### config.mk
export PLATFORM = sky130hd
export DESIGN_NAME = fabric_mem_load_port
export DESIGN_NICKNAME = d
export VERILOG_FILES = /design/src/rtl/fabric_mem_load_port.sv
export SDC_FILE = /design/constraint.sdc
export NUM_CORES = 1
export LEC_CHECK = 0
export BUFFER_PORTS_ARGS = -buffer_cell sky130_fd_sc_hd__buf_2
export CORE_MARGIN = 1.5
export CORE_UTILIZATION = 48
export DETAILED_ROUTE_END_ITERATION = 8
export PLACE_DENSITY = 0.74
export SYNTH_ARGS = -nofsm -noshare
export SYNTH_HDL_FRONTEND = slang
export SYNTH_SLANG_ARGS = --single-unit
export TNS_END_PERCENT = 100
### constraint.sdc
create_clock -name clk -period 4.2 [get_ports clk]
set_clock_uncertainty 0.1 [all_clocks]
set_input_delay 0.84 -clock clk [delete_from_list [all_inputs] [get_ports clk]]
set_output_delay 0.84 -clock clk [all_outputs]
set_load 0.005 [all_outputs]
### src/rtl/fabric_mem_load_port.sv
// Memory-side responder for load PEs: turns tagged address requests into 1-cycle SRAM reads
// and returns in-order, credit-limited responses with sticky out-of-range reporting.
module fabric_mem_load_port #(
  parameter int DATA_WIDTH = 32,
  parameter int TAG_WIDTH  = 0,
  parameter int ADDR_WIDTH = 10,
  parameter int RESP_DEPTH = 4
) (
  input  logic                            clk,
  input  logic                            rst,
  input  logic                            req_valid,
  output logic                            req_ready,
  input  logic [DATA_WIDTH+TAG_WIDTH-1:0] req_data,
  output logic                            mem_rd_en,
  output logic [ADDR_WIDTH-1:0]           mem_rd_addr,
  input  logic [DATA_WIDTH-1:0]           mem_rd_data,
  output logic                            resp_valid,
  input  logic                            resp_ready,
  output logic [DATA_WIDTH+TAG_WIDTH-1:0] resp_data,
  output logic                            err_oob,
  output logic [DATA_WIDTH-1:0]           err_addr
);

  localparam int ENTRY_W = DATA_WIDTH + TAG_WIDTH;
  localparam int PTR_W   = (RESP_DEPTH > 1) ? $clog2(RESP_DEPTH) : 1;
  localparam int CNT_W   = $clog2(RESP_DEPTH + 1);

  generate
    if (DATA_WIDTH < 1) begin : g_bad_data_width
      $fatal(1, "fabric_mem_load_port: DATA_WIDTH must be >= 1");
    end
    if (ADDR_WIDTH < 1 || ADDR_WIDTH > DATA_WIDTH) begin : g_bad_addr_width
      $fatal(1, "fabric_mem_load_port: ADDR_WIDTH must be in 1..DATA_WIDTH");
    end
    if (RESP_DEPTH < 2) begin : g_bad_resp_depth
      $fatal(1, "fabric_mem_load_port: RESP_DEPTH must be >= 2");
    end
  endgenerate

  logic [DATA_WIDTH-1:0] req_addr;
  logic                  req_oob;
  logic                  fire;
  logic                  pop;

  logic                  pend_valid_reg;
  logic                  pend_oob_reg;
  logic [DATA_WIDTH-1:0] push_data;
  logic [ENTRY_W-1:0]    push_entry;

  logic [ENTRY_W-1:0]    fifo_mem [RESP_DEPTH];
  logic [PTR_W-1:0]      wr_ptr_reg;
  logic [PTR_W-1:0]      rd_ptr_reg;
  logic [CNT_W-1:0]      count_reg;
  logic [CNT_W-1:0]      count_next;
  logic [CNT_W:0]        occ;

  logic                  err_oob_reg;
  logic [DATA_WIDTH-1:0] err_addr_reg;

  assign req_addr = req_data[DATA_WIDTH-1:0];

  generate
    if (ADDR_WIDTH < DATA_WIDTH) begin : g_range_check
      assign req_oob = |req_addr[DATA_WIDTH-1:ADDR_WIDTH];
    end else begin : g_full_range
      assign req_oob = 1'b0;
    end
  endgenerate

  // Credits count reads already in the SRAM pipe so a capture never finds the FIFO full.
  assign occ       = {1'b0, count_reg} + {{CNT_W{1'b0}}, pend_valid_reg};
  assign req_ready = !rst && (occ < (CNT_W + 1)'(RESP_DEPTH));
  assign fire      = req_valid && req_ready;

  assign mem_rd_en   = fire && !req_oob;
  assign mem_rd_addr = req_addr[ADDR_WIDTH-1:0];

  assign resp_valid = !rst && (count_reg != '0);
  assign resp_data  = fifo_mem[rd_ptr_reg];
  assign pop        = resp_valid && resp_ready;

  // Out-of-range requests never touch the SRAM; their slot carries zero data.
  assign push_data = pend_oob_reg ? '0 : mem_rd_data;

  generate
    if (TAG_WIDTH > 0) begin : g_tag
      logic [TAG_WIDTH-1:0] pend_tag_reg;

      always_ff @(posedge clk) begin
        if (fire) begin
          pend_tag_reg <= req_data[ENTRY_W-1:DATA_WIDTH];
        end
      end

      assign push_entry = {pend_tag_reg, push_data};
    end else begin : g_no_tag
      assign push_entry = push_data;
    end
  endgenerate

  function automatic logic [PTR_W-1:0] ptr_inc(input logic [PTR_W-1:0] p);
    return (p == PTR_W'(RESP_DEPTH - 1)) ? '0 : p + PTR_W'(1);
  endfunction

  always_comb begin
    count_next = count_reg;
    if (pend_valid_reg && !pop) begin
      count_next = count_reg + CNT_W'(1);
    end else if (!pend_valid_reg && pop) begin
      count_next = count_reg - CNT_W'(1);
    end
  end

  always_ff @(posedge clk) begin
    if (pend_valid_reg) begin
      fifo_mem[wr_ptr_reg] <= push_entry;
    end
  end

  always_ff @(posedge clk) begin
    if (rst) begin
      pend_valid_reg <= 1'b0;
      pend_oob_reg   <= 1'b0;
      wr_ptr_reg     <= '0;
      rd_ptr_reg     <= '0;
      count_reg      <= '0;
      err_oob_reg    <= 1'b0;
      err_addr_reg   <= '0;
    end else begin
      pend_valid_reg <= fire;
      pend_oob_reg   <= fire && req_oob;
      count_reg      <= count_next;
      if (pend_valid_reg) begin
        wr_ptr_reg <= ptr_inc(wr_ptr_reg);
      end
      if (pop) begin
        rd_ptr_reg <= ptr_inc(rd_ptr_reg);
      end
      // Only the first offending address is kept for post-mortem.
      if (fire && req_oob && !err_oob_reg) begin
        err_oob_reg  <= 1'b1;
        err_addr_reg <= req_addr;
      end
    end
  end

  assign err_oob  = err_oob_reg;
  assign err_addr = err_addr_reg;

endmodule
==> flow_metrics.py, run 1 <==
metrics = {
    "sta": {
        "rsz0062_at_grt": "false",
        "fin_crit_sh_pct": 71.0,
        "worst_pin_slew_ps": 920,
        "hold_violations": 0,
        "slew_headroom_pct": 38.7,
        "fin_crit_ps": 2980,
        "tns_ps": 0,
        "clock.fmax_ghz": 0.335,
        "setup_violations": 0,
        "drv_slew": 0,
    },
    "floorplan": {
        "fp.dieH_um": 122,
        "initial_core_util_pct": 48.8,
        "dieArea_um2": 14800,
        "die_x_um": 122,
        "rows": 43,
        "pin_count": 146,
        "core_area_um2": 13800,
    },
    "route": {
        "drt_pass1_iterations": 4,
        "drc": 0,
        "vias": 3642,
        "via_per_inst": 5.09,
        "totalWireLength_um": 12500,
        "drt_iter0_drc": 210,
        "antenna_left": 0,
        "wl_per_cell_um": 17.5,
    },
    "power_and_ir_drop": {
        "clkPwrFrac_pct": 33.5,
        "p_leak_nw": 3.09,
        "internal_power_mw": 3.30,
        "combinationalPowerShare_pct": 19.2,
        "p_sw_mw": 1.14,
        "peakVddDrop_uv": 259,
        "swShare_pct": 25.7,
        "power.density_nw_per_um2": 545,
        "p_seq_share_pct": 47.3,
    },
    "critical_path": {
        "reg2reg_to": "count_reg[2]",
        "r2r_setup_slack_ps": 1940,
        "r2r_start": "count_reg[0]",
        "arrival_ps": 2040,
        "crit_type": "input pin to primary output",
        "crit_fanout": 42,
        "end_kind": "primary output",
        "cp.required_ps": 3260,
        "ff2ff_path_depth": 8,
        "critPathLaunchType": "input pin",
    },
    "logic_synthesis": {
        "yosysMostFrequentCell": "edfxtp_1",
        "synth_edf_count": 128,
        "netlist_area_um2": 6750,
        "synthTopCellsByArea": "edfxtp_1 (57%), dfxtp_1 (13%), mux4_2 (11%), nor2b_1 (5.9%), mux2_2 (5.2%)",
        "seq_area_frac_synth_pct": 70.0,
        "synth_common_cells": "edfxtp_1 (128), nor2b_1 (64), dfxtp_1 (44), mux4_2 (32), mux2_2 (31)",
        "synth_top_area_share_pct": 57.0,
        "syn_inst": 381,
        "yosysWarningCount": 0,
        "syn_nets": 456,
        "ys.flop_type": "edfxtp_1",
        "avgSynthCellArea_um2": 17.7,
        "ys_types": 31,
        "synth_top_cell_by_area": "edfxtp_1",
        "async_flop_share_pct": 0,
        "synth_seq_cells": 172,
    },
    "hold_path": {
        "hp-class": "flip-flop to flip-flop",
        "min_path_cells": 2,
        "min_from": "rd_ptr_reg[1]",
    },
    "global_routing": {
        "grt_antenna_before_repair": 1,
        "grt_pass1_vias": 3929,
        "grt_max_degree": 43,
        "grt_pass1_wl_um": 19700,
        "overflow": 0,
        "grt_usage_pct": 18.1,
    },
    "placed_design": {
        "io_buffers": 145,
        "dpl_cell_area_um2": 7570,
        "dp_cells": 682,
        "place_congestion": 0.801,
        "dp_hpwl_um": 7770,
    },
    "clock_tree": {
        "path_clk_slew_ps": 60,
        "cts-resized-gates": 0,
        "cts_tree": "yes",
        "holdBufCountCts": 0,
        "cts-root-buf": "clkbuf_16",
        "cts.sinks": 172,
        "cts_max_level": 4,
        "cts_buffers": 17,
        "cts_setup_buffers": 0,
        "clk_path_buf_depth": 2,
        "clk_latency_ps": 420,
    },
    "cells_and_area": {
        "largest_reg_flops": 128,
        "areaGrowthSynthToFinish_pct": 20.6,
        "multiInputGateArea_um2": 1830,
        "fillers": 1064,
        "fin_area_um2": 8140,
        "instances_no_fill": 715,
        "regArea_um2": 4730,
        "drive_above_1_share_pct": 47.4,
        "nets": 596,
    },
    "status": {
        "status": "completed",
    },
    "job": {
        "cap_violations": 0,
    },
}
## worst max-delay path by stage
stage                    end  cells after the start  slack, ps  startpoint
2_1_floorplan   count_reg[2]                      8       1680  resp_ready
3_3_place_gp    count_reg[2]                      8       1120         rst
3_5_place_dp    count_reg[2]                      8       1030         rst
4_1_cts        resp_data[20]                      3       1180   flip-flop
5_1_grt            mem_rd_en                      5       1100         rst
6_report           mem_rd_en                      5       1220         rst
## metal layers
metal  GRT usage, %  wire length [um]  vias to the layer above
li1               -                 -                     1703
met5              0                 0                        -
met1           22.1              5230                     1781
met4           6.18               157                        0
met2           29.6              6110                      145
met3           7.02              1040                       13
## layout make-up
type,count,share of cell area [%]
diodes,1,0.0308
clock buffers,18,5.28
clock inverters,14,1.68
inverters,8,0.369
multi-input cells,173,22.5
flip-flops and latches,172,58.1
well taps,180,2.77
repair buffers,149,9.29
## cells in the final DEF, fill, tap and decap left out, types with 2 or more instances in the layout
cell and n:
nor4_1 5, xor2_1 2, ha_1 6, o21ai_0 3
mux2_2 31, clkbuf_16 17, dfxtp_2 2, inv_8 2
clkinvlp_4 4, buf_2 145, nand3_1 2, and2_2 4
inv_1 7, nor2_1 7, nor3_1 2, nand2_1 2
mux4_2 32, buf_4 4, nor2b_1 64, edfxtp_1 128
clkinv_2 2, dfxtp_1 42, mux2i_1 3, inv_6 2
a21oi_1 2, clkinv_4 3
## cell families (layout without fill, tap and decap cells)
logic type | after synthesis | count (layout) | share of synthesized area, %
AO/OA/AOI/OAI | 8 | 8 | 1.02
XOR/XNOR | 2 | 2 | 0.260
adder cells (fa/ha/maj) | 7 | 7 | 1.41
buffers and inverters | 36 | 189 | 2.95
flip-flops | 172 | 172 | 70.0
multiplexers | 67 | 67 | 16.5
other | 0 | 1 | 0
AND/OR/NAND/NOR | 89 | 89 | 7.88
## worst max-delay path, cell delays in order
cell and delay [ps]:
buf_2 340, a311oi_2 380, nand2_1 130, nor3_1 200, buf_2 140
## metrics by stage
step	hold slack, ps	power (mW)	util (%)	setup WS, ps
detailed placement	392	3.01	54.7	1030
global placement	383	2.98	54.7	1120
global route	446	4.64	58.8	1100
floorplan	365	2.67	-	1680
CTS	415	4.49	58.8	1180
finish	412	4.44	58.8	1220
## power groups by stage
| stage | Clock (mW) | Sequential [mW] | Combinational, mW |
|---|---|---|---|
| floorplan | 0 | 2.08 | 0.590 |
| finish | 1.49 | 2.10 | 0.851 |
| detailed placement | 0 | 2.14 | 0.869 |
| global route | 1.58 | 2.12 | 0.940 |
| global placement | 0 | 2.13 | 0.851 |
| CTS | 1.52 | 2.11 | 0.871 |
No activity file was read; power rests on OpenSTA's default activity.
==> run 2: changes to the inputs <==
Settings changed: PLACE_DENSITY 0.74 to 0.77.
Clock period 4.2 ns to 2.6 ns, I/O delays scaled along.
==> run 2 against run 1 <==
Net effect: critical path depth fell by 2; global-route usage is 0.57 points higher; hold slack lost 190 ps; non-clock buffer count up 7; critical path type is now flip-flop to primary output.
==> flow_metrics.py, run 2 (same netlist as run 1, synthesis figures left out) <==
metrics = {
    "placed_design": {
        "place_congestion": 0.788,
        "io_buffers": 145,
        "dp_slack_ps": 169,
        "dp_hpwl_um": 8380,
    },
    "floorplan": {
        "fp.dieH_um": 122,
        "dieArea_um2": 14800,
        "rows": 43,
        "core_area_um2": 13800,
        "die_x_um": 122,
        "pin_count": 146,
        "initial_core_util_pct": 48.8,
    },
    "sta": {
        "fin_crit_ps": 2490,
        "tns_ps": 0,
        "hold_violations": 0,
        "fin_crit_sh_pct": 95.7,
        "rsz0062_at_grt": "false",
        "drv_slew": 0,
        "setup_violations": 0,
        "clock.fmax_ghz": 0.402,
        "slew_headroom_pct": 67.0,
        "worst_pin_slew_ps": 495,
        "fin_ws_ps": 113,
    },
    "clock_tree": {
        "holdBufCountCts": 0,
        "clk_latency_ps": 430,
        "path_clk_slew_ps": 60,
        "cts_setup_buffers": 0,
        "cts_max_level": 4,
        "cts-root-buf": "clkbuf_16",
        "cts-resized-gates": 0,
        "cts_tree": "yes",
        "clk_path_buf_depth": 2,
        "cts_buffers": 17,
        "cts.sinks": 172,
    },
    "cells_and_area": {
        "fillers": 1022,
        "final_core_util_pct": 60.0,
        "final_common_cell": "buf_2",
        "nets": 603,
        "drive_above_1_share_pct": 47.1,
        "layout_common_cells": "buf_2 (145), edfxtp_1 (128), nor2b_1 (64)",
        "areaGrowthSynthToFinish_pct": 23.0,
        "largest_reg_flops": 128,
        "diodes": 0,
    },
    "critical_path": {
        "path_cells": "buf_4 > mux4_2 > buf_2",
        "arrival_ps": 1870,
        "cp.buffers_inverters": 2,
        "cpMaxStageDelayCell": "mux4_2",
        "crit_type": "flip-flop to primary output",
        "cp.required_ps": 1980,
        "critPathTopFamily": "multiplexers",
        "slowest_delay_ps": 590,
        "crit_fanout": 20,
        "end_kind": "primary output",
        "critPathLaunchType": "flip-flop",
    },
    "route": {
        "drt_iter0_drc": 148,
        "via_per_inst": 5.17,
        "drc": 0,
        "drt_pass1_iterations": 4,
        "totalWireLength_um": 12700,
        "wl_per_cell_um": 17.7,
        "vias": 3726,
        "antenna_left": 0,
    },
    "hold_path": {
        "hp-class": "input pin to flip-flop",
    },
    "job": {
        "cap_violations": 0,
    },
    "global_routing": {
        "grt_usage_pct": 18.7,
        "grt_pass1_vias": 4014,
        "grt_max_degree": 41,
        "grt_antenna_before_repair": 0,
        "grt_pass1_wl_um": 20100,
        "overflow": 0,
    },
    "status": {
        "status": "completed",
    },
    "power_and_ir_drop": {
        "peakVddDrop_uv": 386,
        "power.density_nw_per_um2": 890,
        "p_leak_nw": 3.17,
        "power_mw": 7.39,
    },
}
## run 2: worst paths after layout
path,start,end,slack (ps),cells past startpoint
worst min-delay path,req_data[5],err_addr[5],230,2
worst max-delay path,flip-flop,resp_data[0],110,3
worst min register to register,count_reg[2],count_reg[2],420,2
worst max register to register,count_reg[0],count_reg[2],350,8
## run 2: final cells by class
cell class / instances / area (um^2) / area share, %
clock buffer: 19 / 433 / 5.21
multi-input combinational: 173 / 1830 / 22.0
inverter: 8 / 30.0 / 0.362
clock inverter: 13 / 174 / 2.09
tap: 180 / 225 / 2.71
timing repair buffer: 156 / 883 / 10.6
sequential: 172 / 4730 / 56.9
## run 2: through the flow
stage	hold WS, ps	cell area [um^2]	std cells
final	227	8300	721
after global placement	395	7690	689
after CTS	204	8300	721
after floorplan	365	6750	381
after global routing	205	8300	721
after detailed placement	414	7690	689
## run 2: report_power, final
part / switching (mW) / total [mW] / internal (mW) / leakage [nW]
Combinational: 0.670 / 1.47 / 0.803 / 1.35
Sequential: 0.123 / 3.34 / 3.22 / 1.53
Clock: 0.981 / 2.58 / 1.59 / 0.291
## run 2: per-layer routing
layer  vias to the layer above  GRT usage, %  part of all wire (%)
met3                        15          6.65                   6.9
met1                      1848          21.3                    40
met4                         0          6.84                   1.3
li1                       1717             -                     -
met2                       146          32.3                    51
met5                         -             0                     0
==> run 3: changes to the inputs <==
Settings changed: CORE_UTILIZATION 48 to 35, CTS_BUF_LIST set to sky130_fd_sc_hd__clkbuf_4 sky130_fd_sc_hd__clkbuf_8, PLACE_DENSITY 0.77 to 0.59.
==> run 3 against run 2 <==
Net effect: routed wire length up 5.2%; die area rose by 36%; hold slack worse by 28 ps; final area decreased by 2.3%; non-clock buffer count unchanged; via count fell by 1.4%; combinational power hardly changed.
==> flow_metrics.py, run 3 (same netlist as run 1, synthesis figures left out) <==
metrics = {
    "global_routing": {
        "grt_antenna_before_repair": 1,
        "overflow": 0,
        "grt_pass1_wl_um": 20400,
        "grt_max_degree": 34,
        "grt_pass1_vias": 3841,
        "grt_usage_pct": 13.8,
    },
    "route": {
        "totalWireLength_um": 13400,
        "drt_iter0_drc": 177,
        "via_per_inst": 4.58,
        "drc": 0,
        "vias": 3673,
        "drt_pass1_iterations": 4,
        "wl_per_cell_um": 16.7,
        "antenna_left": 0,
    },
    "sta": {
        "fin_crit_sh_pct": 93.0,
        "rsz0062_at_grt": "false",
        "setup_violations": 0,
        "tns_ps": 0,
        "slew_headroom_pct": 43.6,
        "clock.fmax_ghz": 0.414,
        "fin_crit_ps": 2420,
        "worst_pin_slew_ps": 847,
        "hold_violations": 0,
        "drv_slew": 0,
    },
    "cells_and_area": {
        "largest_reg_flops": 128,
        "final_common_cell": "buf_2",
        "nets": 603,
        "areaGrowthSynthToFinish_pct": 20.2,
        "drive_above_1_share_pct": 47.9,
        "fillers": 1724,
        "layout_common_cells": "buf_2 (145), edfxtp_1 (128), nor2b_1 (64)",
        "instances_no_fill": 802,
    },
    "critical_path": {
        "critPathLaunchType": "flip-flop",
        "crit_fanout": 32,
        "cp.required_ps": 1980,
        "crit_type": "flip-flop to primary output",
        "end_kind": "primary output",
        "arrival_ps": 1800,
    },
    "power_and_ir_drop": {
        "clkPwrFrac_pct": 26.3,
        "peakVddDrop_uv": 306,
        "p_leak_nw": 3.03,
        "p_sw_mw": 1.76,
        "combinationalPowerShare_pct": 22.5,
        "swShare_pct": 26.9,
        "p_seq_share_pct": 51.2,
        "power.density_nw_per_um2": 805,
        "internal_power_mw": 4.77,
        "power_mw": 6.53,
    },
    "clock_tree": {
        "clk_path_buf_depth": 2,
        "clk_latency_ps": 440,
        "cts-root-buf": "clkbuf_8",
        "cts.sinks": 172,
        "holdBufCountCts": 0,
        "cts_max_level": 4,
        "cts-resized-gates": 0,
        "cts_buffers": 17,
        "cts_setup_buffers": 0,
        "path_clk_slew_ps": 90,
        "cts_tree": "yes",
    },
    "job": {
        "cap_violations": 0,
    },
    "status": {
        "status": "completed",
    },
    "placed_design": {
        "dp_cells": 769,
        "place_congestion": 0.770,
        "dp_hpwl_um": 8440,
        "io_buffers": 145,
    },
    "floorplan": {
        "core_area_um2": 18800,
        "die_x_um": 142,
        "rows": 50,
        "pin_count": 146,
        "dieArea_um2": 20100,
        "initial_core_util_pct": 35.8,
        "fp.dieH_um": 142,
    },
    "hold_path": {
        "hp-class": "input pin to flip-flop",
    },
}
## run 3: through the flow
stage                     hold WS (ps)  worst slack, ps  instance area (um^2)  utilization, %
final                              199              182                  8110            43.1
after global routing               154             68.1                  8110            43.1
after CTS                          160              118                  8110            43.1
after detailed placement           387              239                  7750            41.1
after global placement             387              236                  7750            41.1
after floorplan                    365              395                  6750               -
## run 3: layer usage
layer,vias to the layer above,GRT usage [%],part of all wire (%)
met4,2,4.23,0.96
li1,1716,-,-
met2,141,23.2,50
met1,1802,16.2,42
met3,12,5.40,7.2
met5,-,0,0.075
## run 3: cell type report
class                           count  area [um^2]  share of cell area [%]
Antenna cell                        1         2.50                  0.0308
Clock buffer                       18          241                    2.98
Clock inverter                     14          121                    1.50
Inverter                            8         30.0                   0.370
Multi-Input combinational cell    173         1830                    22.6
Sequential cell                   172         4730                    58.3
Tap cell                          260          325                    4.01
Timing Repair Buffer              156          833                    10.3
## run 3: power groups by stage
stage               combinational [mW]  sequential [mW]  clock (mW)
detailed placement                1.51             3.41           0
finish                            1.47             3.34        1.72
CTS                               1.51             3.35        1.79
global route                      1.62             3.37        1.90
floorplan                        0.952             3.36           0
global placement                  1.49             3.40           0
## run 3: worst paths after layout
| path | start | to | slack [ps] | depth (start not counted) |
|---|---|---|---|---|
| min | req_data[5] | err_addr[5] | 200 | 2 |
| min reg2reg | rd_ptr_reg[0] | flip-flop | 400 | 1 |
| max | flip-flop | resp_data[10] | 180 | 3 |
| max reg2reg | count_reg[0] | count_reg[2] | 330 | 8 |
## run 3: critical path: stages (launching register included)
cell     delay, ps
dfxtp_2        350
buf_12         270
mux4_2         560
buf_2          140
